<file path="config.mk">
export PLATFORM = sky130hd
export DESIGN_NAME = beat_packer
export DESIGN_NICKNAME = d
export VERILOG_FILES = /design/src/rtl/beat_packer_pkg.sv /design/src/rtl/beat_packer_lane_select.sv /design/src/rtl/beat_packer.sv
export SDC_FILE = /design/constraint.sdc
export NUM_CORES = 1
export LEC_CHECK = 0
export CORE_AREA = 3 3 65 67
export DETAILED_ROUTE_END_ITERATION = 8
export DIE_AREA = 0 0 68 70
export PLACE_DENSITY = 0.78
export REMOVE_ABC_BUFFERS = 1
export SLEW_MARGIN = 0
export SYNTH_ARGS = -nofsm -noshare
export SYNTH_HDL_FRONTEND = slang
export SYNTH_SLANG_ARGS = --single-unit
</file>
<file path="constraint.sdc">
create_clock -name clk -period 1.81 [get_ports clk]
set_input_delay 0.362 -clock clk [delete_from_list [all_inputs] [get_ports clk]]
set_output_delay 0.362 -clock clk [all_outputs]
set_load 0.01 [all_outputs]
</file>
<file path="src/rtl/beat_packer_pkg.sv">
// Shared handshake definitions for the beat packer: FSM encoding and default geometry.
package beat_packer_pkg;

  localparam int DEF_L = 8;
  localparam int DEF_N = 4;

  typedef enum logic [1:0] {
    ST_EMPTY = 2'd0,
    ST_ACC   = 2'd1,
    ST_OUT   = 2'd2
  } state_t;

endpackage

</file>
<file path="src/rtl/beat_packer_lane_select.sv">
// Binary-to-one-hot decoder turning the lane counter into a per-lane write enable.
module lane_select #(
  parameter int N  = 4,
  parameter int CW = $clog2(N)
) (
  input  logic [CW-1:0] sel,
  output logic [N-1:0]  lane_en
);

  always_comb begin
    lane_en = '0;
    for (int i = 0; i < N; i++) begin
      lane_en[i] = (sel == CW'(i));
    end
  end

endmodule

</file>
<file path="src/rtl/beat_packer.sv">
// Packs narrow upstream beats into an N-lane word with a per-lane keep mask.
module beat_packer
  import beat_packer_pkg::*;
#(
  parameter int L = DEF_L,
  parameter int N = DEF_N
) (
  input  logic           clk,
  input  logic           rst,
  input  logic           valid_f,
  input  logic [L-1:0]   data_f,
  input  logic           last_f,
  output logic           ready_f,
  output logic           valid_b,
  output logic [N*L-1:0] data_b,
  output logic [N-1:0]   keep_b,
  input  logic           ready_b
);

  localparam int CW = $clog2(N);

  state_t        state;
  logic [CW-1:0] cnt;
  logic [N-1:0]  lane_en;
  logic          beat_acc;
  logic          word_acc;
  logic          fresh;
  logic          closes;

  assign ready_f  = !valid_b || ready_b;
  assign beat_acc = valid_f && ready_f;
  assign word_acc = valid_b && ready_b;
  // Any beat taken outside ACC starts a new word, so untouched lanes are zeroed.
  assign fresh    = (state != ST_ACC);
  assign closes   = last_f || (cnt == CW'(N - 1));

  lane_select #(.N(N), .CW(CW)) u_lane_select (
    .sel    (cnt),
    .lane_en(lane_en)
  );

  always_ff @(posedge clk or negedge rst) begin
    if (!rst) begin
      state   <= ST_EMPTY;
      cnt     <= '0;
      valid_b <= 1'b0;
      data_b  <= '0;
      keep_b  <= '0;
    end else if (beat_acc) begin
      for (int i = 0; i < N; i++) begin
        if (lane_en[i]) begin
          data_b[i*L +: L] <= data_f;
        end else if (fresh) begin
          data_b[i*L +: L] <= '0;
        end
      end
      keep_b <= fresh ? lane_en : (keep_b | lane_en);
      if (closes) begin
        state   <= ST_OUT;
        valid_b <= 1'b1;
        cnt     <= '0;
      end else begin
        state   <= ST_ACC;
        valid_b <= 1'b0;
        cnt     <= cnt + CW'(1);
      end
    end else if (word_acc) begin
      state   <= ST_EMPTY;
      valid_b <= 1'b0;
      keep_b  <= '0;
      data_b  <= '0;
    end
  end

endmodule

</file>
==> impl_metrics.env, run 1 <==
export IMPL_final_common_cell="clkdlybuf4s50_1"
export IMPL_gp_congestion=0.789
export IMPL_rows=22
export IMPL_p_leak_nw=1.03
export IMPL_r2r_slack_ns=0.32
export IMPL_report_final_slew_viol_count=0
export IMPL_routedWlPerCell_um=17.4
export IMPL_place_area_um2=2180
export IMPL_dieArea_um2=4760
export IMPL_grt_pass1_vias=1199
export IMPL_hpwlAfterDp_mm=2.81
export IMPL_path_cells="clkdlybuf4s50_1"
export IMPL_period_needed_ns=1.67
export IMPL_drive_gt1_share_pct=12.8
export IMPL_avgSynthCellArea_um2=14.3
export IMPL_area_sequential_um2=1000
export IMPL_cts_buffers=5
export IMPL_rsz0062_at_grt="false"
export IMPL_cp_max_fo=7
export IMPL_startpoint_type="register"
export IMPL_fillerInstances=303
export IMPL_critPathBufInv=1
export IMPL_num_antenna_cells=0
export IMPL_skew_ns=0.00766
export IMPL_synth_main_ff_cell="dfrtp_1"
export IMPL_port_buffers=50
export IMPL_power_density_nw_per_um2=1090
export IMPL_finalNonFillerCells=220
export IMPL_netlist_instances=117
export IMPL_die_h_um=70
export IMPL_synth_cell_types=20
export IMPL_clk_pin_slew_ns=0.08
export IMPL_viasPerCell=5.51
export IMPL_clock_sinks=40
export IMPL_grt_pass1_wl_mm=6.29
export IMPL_io_pins=51
export IMPL_ys_seq_area_share_pct=60.0
export IMPL_critPathTopFamily="buffers and inverters"
export IMPL_finalSetupViolCount=0
export IMPL_maxClockFrequency_mhz=599
export IMPL_syn_area_um2=1670
export IMPL_grt_max_degree=41
export IMPL_cp_data_arrival_time_ns=1.31
export IMPL_final_cell_mix="clkdlybuf4s50_1, dfrtp_1, a22o_1, clkbuf_8"
export IMPL_ff2ff_path_depth=5
export IMPL_ys_warn_count=0
export IMPL_syn2layout_area_growth_pct=36.5
export IMPL_final_cell_area_um2=2280
export IMPL_ant_nets=0
export IMPL_crit_slowest_cell="clkdlybuf4s50_1"
export IMPL_status="finished clean"
export IMPL_r2r_start="cnt[0]"
export IMPL_num_vias=1212
export IMPL_ys_async_sr_fraction_pct=100
export IMPL_cts_tree="built"
export IMPL_dp_cells=212
export IMPL_critical_path_class="reg -> out"
export IMPL_track_usage_pct=17.5
export IMPL_multi_input_area_um2=598
export IMPL_synth_edf_count=0
export IMPL_worst_pin_slew_ns=0.843
export IMPL_drt_first_iter_violations=121
export IMPL_antenna_found_initial=0
export IMPL_ctsRootBufferMaster="clkbuf_8"
export IMPL_relSlewSlack_pct=43.8
export IMPL_ys_seq_elements=40
export IMPL_max_stage_delay_ns=0.58
export IMPL_cts_max_path_buffers=2
export IMPL_hp_class="in -> async"
export IMPL_dr_pass1_iters=4
export IMPL_routed_wirelength_mm=3.84
export IMPL_crit_path_end_kind="output port"
export IMPL_cap_violations=0
export IMPL_clock_latency_ns=0.28
export IMPL_period_share_pct=92.2
export IMPL_nNetsFinal=188
export IMPL_ir_drop_uv=558
export IMPL_hold_viol_final=0
export IMPL_drc=0
export IMPL_core_um2=3690
export IMPL_h_tree_depth=2
export IMPL_grt_overflow=0
export IMPL_utilization_pct=61.7
export IMPL_die_w_um=68
export IMPL_r2r_end="data_b[4]"
export IMPL_start_util_pct=45.2
export IMPL_cp_required_ns=1.45
==> layer usage <==
layer | vias to the layer above | routed length, um | global-route usage (%)
met1 | 614 | 1670 | 24.9
met2 | 47 | 1880 | 27.1
met4 | 0 | 10 | 1.99
met3 | 3 | 272 | 5.31
li1 | 548 | - | -
met5 | - | 0 | 0
==> timing repair <==
item / CTS / global route
hold endpoints to repair: 0 / 0
hold buffers: 0 / 0
setup endpoints to repair: 1 / 0
setup buffers: 0 / 0
gates resized for setup: 1 / 0
==> cells by family after synthesis <==
family                   count (synthesis)  synth area share (%)
AO/OA/AOI/OAI                           45                  24.8
adder cells (fa/ha/maj)                  4                  3.00
buffers and inverters                    8                  4.13
flip-flops                              40                  60.0
multiplexers                             1                 0.600
AND/OR/NAND/NOR                         19                  7.50
==> cell type report <==
| cell class | count | area share [%] |
|---|---|---|
| sequential | 40 | 44.0 |
| inverter | 2 | 0.330 |
| multi-input combinational | 69 | 26.3 |
| tap | 48 | 2.64 |
| clock buffer | 6 | 3.63 |
| clock inverter | 2 | 0.440 |
| timing repair buffer | 53 | 22.7 |
==> how the worst max path moves through the flow <==
stage / start / endpoint / slack (ns) / cells after the start
final: valid_b / valid_b / 0.14 / 1
after global routing: valid_b / valid_b / 0.06 / 1
after CTS: valid_b / valid_b / 0.13 / 1
after detailed placement: ready_b / ready_f / -0.05 / 3
after global placement: ready_b / ready_f / -0.04 / 3
after floorplan: valid_b / keep_b[0] / 0.54 / 3
==> worst register-to-register path: stages (launching register included) <==
cell,delay (ns)
dfrtp_1,0.41
inv_1,0.10
ha_1,0.22
nand2b_1,0.18
a21oi_4,0.30
a22o_1,0.21
==> state kept, by name, indices dropped and copies added, names as in the netlist <==
signal / flops
keep_b: 4
cnt: 2
valid_b: 1
data_b: 32
state: 1
==> cell usage after synthesis, types with 2 or more instances <==
master	count	area share [%]
buf_6	5	3.4
a22o_1	32	17
nor2_1	2	0.45
nand2b_1	5	1.9
a21oi_4	4	3.9
nand2_1	5	1.1
inv_1	2	0.45
ha_1	4	3.0
a21oi_1	2	0.60
a31o_1	4	2.1
dfrtp_1	40	60
and3_4	4	2.7
==> power breakdown <==
group          total [W]  switching [W]  leakage, nW  internal (W)
combinational   0.000752       0.000333        0.445      0.000419
sequential       0.00114      0.0000999        0.535       0.00104
clock           0.000590       0.000287       0.0510      0.000304
total            0.00249       0.000720         1.03       0.00177
==> stage by stage <==
step	hold slack [ns]	setup TNS [ns]	setup slack, ns	total power (W)
2_1_floorplan	0.0664	0	0.539	0.00148
3_5_place_dp	0.490	-0.0455	-0.0455	0.00192
3_3_place_gp	0.488	-0.0412	-0.0412	0.00189
5_1_grt	0.244	0	0.0612	0.00263
4_1_cts	0.198	0	0.129	0.00251
6_report	0.177	0	0.140	0.00249
Power figures use the tool's default switching activity.
==> run 2: changes to the inputs <==
Settings changed: CORE_AREA 3 3 65 67 to 2 2 64 66, DIE_AREA 0 0 68 70 to 0 0 66 68.
==> run 2 against run 1 <==
Net effect: first-iteration DRC count down 50%; register-to-register slack about the same; die area down 5.7%; sequential power about the same; global-route usage up 2.9 points; clock power up 23%; sequential share of layout area down 0.55 points; cell area up 1.3%; critical endpoint unchanged.
==> impl_metrics.env, run 2 (synthesis results as in run 1) <==
export IMPL_status="finished clean"
export IMPL_grt_pass1_wl_mm=6.62
export IMPL_start_util_pct=43.3
export IMPL_cts_buffers=5
export IMPL_clock_sinks=40
export IMPL_port_buffers=50
export IMPL_cap_violations=0
export IMPL_syn2layout_area_growth_pct=38.2
export IMPL_path_cells="clkdlybuf4s50_1"
export IMPL_routed_wirelength_mm=4.08
export IMPL_critPathBufInv=1
export IMPL_area_sequential_um2=1000
export IMPL_num_vias=1218
export IMPL_power_density_nw_per_um2=1140
export IMPL_relSlewSlack_pct=68.0
export IMPL_period_needed_ns=1.70
export IMPL_hold_slack_ns=0.108
export IMPL_cp_max_fo=7
export IMPL_rows=23
export IMPL_grt_pass1_vias=1314
export IMPL_die_w_um=66
export IMPL_fillerInstances=320
export IMPL_cts_setup_buffers=0
export IMPL_hp_class="in -> async"
export IMPL_report_final_slew_viol_count=0
export IMPL_hold_viol_final=0
export IMPL_top_register="data_b"
export IMPL_cts_resized=1
export IMPL_startpoint_type="register"
export IMPL_ir_drop_uv=635
export IMPL_rsz0062_at_grt="false"
export IMPL_dieArea_um2=4490
export IMPL_critPathTopFamily="buffers and inverters"
export IMPL_largest_reg_flops=32
export IMPL_clock_latency_ns=0.29
export IMPL_gp_congestion=0.841
export IMPL_core_um2=3860
export IMPL_antenna_found_initial=0
export IMPL_skew_ns=0.00377
export IMPL_dr_pass1_iters=4
export IMPL_critical_path_class="reg -> out"
export IMPL_nNetsFinal=189
export IMPL_clk_pin_slew_ns=0.08
export IMPL_place_area_um2=2190
export IMPL_die_h_um=68
export IMPL_cp_depth=1
export IMPL_cts_tree="built"
export IMPL_h_tree_depth=2
export IMPL_io_pins=51
export IMPL_ctsRootBufferMaster="clkbuf_8"
export IMPL_grt_overflow=0
export IMPL_ant_nets=0
export IMPL_max_stage_delay_ns=0.58
export IMPL_final_cell_area_um2=2300
export IMPL_hpwlAfterDp_mm=2.86
export IMPL_viasPerCell=5.46
export IMPL_multi_input_area_um2=598
export IMPL_maxClockFrequency_mhz=589
export IMPL_final_cell_mix="clkdlybuf4s50_1, dfrtp_1, a22o_1"
export IMPL_crit_slowest_cell="clkdlybuf4s50_1"
export IMPL_drt_first_iter_violations=61
export IMPL_cp_required_ns=1.45
export IMPL_final_common_cell="clkdlybuf4s50_1"
export IMPL_num_antenna_cells=0
export IMPL_worst_pin_slew_ns=0.480
export IMPL_drive_gt1_share_pct=13.3
export IMPL_crit_path_end_kind="output port"
export IMPL_cp_data_arrival_time_ns=1.34
export IMPL_cts_max_path_buffers=2
export IMPL_ff2ff_path_depth=5
export IMPL_period_share_pct=93.9
export IMPL_track_usage_pct=20.4
export IMPL_routedWlPerCell_um=18.3
export IMPL_hold_buffers=0
export IMPL_grt_max_degree=41
export IMPL_drc=0
export IMPL_p_leak_nw=1.04
export IMPL_largest_registers="data_b x32, keep_b x4, cnt x2"
export IMPL_finalSetupViolCount=0
-- run 2: layer usage --
| metal | vias to the layer above | GRT usage, % | part of all wire (%) |
|---|---|---|---|
| li1 | 550 | - | - |
| met1 | 614 | 21.9 | 38 |
| met2 | 48 | 38.8 | 55 |
| met3 | 6 | 5.92 | 5.2 |
| met4 | 0 | 6.12 | 1.6 |
| met5 | - | 0 | 0 |
-- run 2: cell type report --
| cell class | instances | area share [%] |
|---|---|---|
| clock inverter | 3 | 1.85 |
| clock buffer | 5 | 2.99 |
| timing repair buffer | 54 | 22.7 |
| multi-input combinational | 69 | 26.0 |
| inverter | 2 | 0.326 |
| tap | 50 | 2.71 |
| sequential | 40 | 43.4 |
-- run 2: power by group --
| group | switching (W) | internal, W |
|---|---|---|
| logic | 0.000334 | 0.000422 |
| clock network | 0.000315 | 0.000408 |
| registers | 0.000103 | 0.00104 |
-- run 2: path summary, 6_finish.rpt --
path	slack (ns)	to	from
worst max-delay path	0.11	valid_b	valid_b
worst min register to register	0.51	data_b[7]	data_b[7]
min in group clk	0.51	data_b[7]	data_b[7]
worst max register to register	0.33	data_b[0]	cnt[0]
worst min-delay path	0.11	data_b[10]	rst
max in group asynchronous	1.37	data_b[30]	rst
-- run 2: metrics by stage --
stage          utilization [%]  power [W]  setup WS [ns]  cells  TNS, ns
2_1_floorplan                -    0.00148          0.539    111        0
3_3_place_gp              56.9    0.00189        -0.0391    215  -0.0391
3_5_place_dp              56.9    0.00193        -0.0685    215  -0.0685
4_1_cts                   59.8    0.00265          0.119    223        0
5_1_grt                   59.8    0.00276         0.0751    223        0
6_report                  59.8    0.00263          0.111    223        0
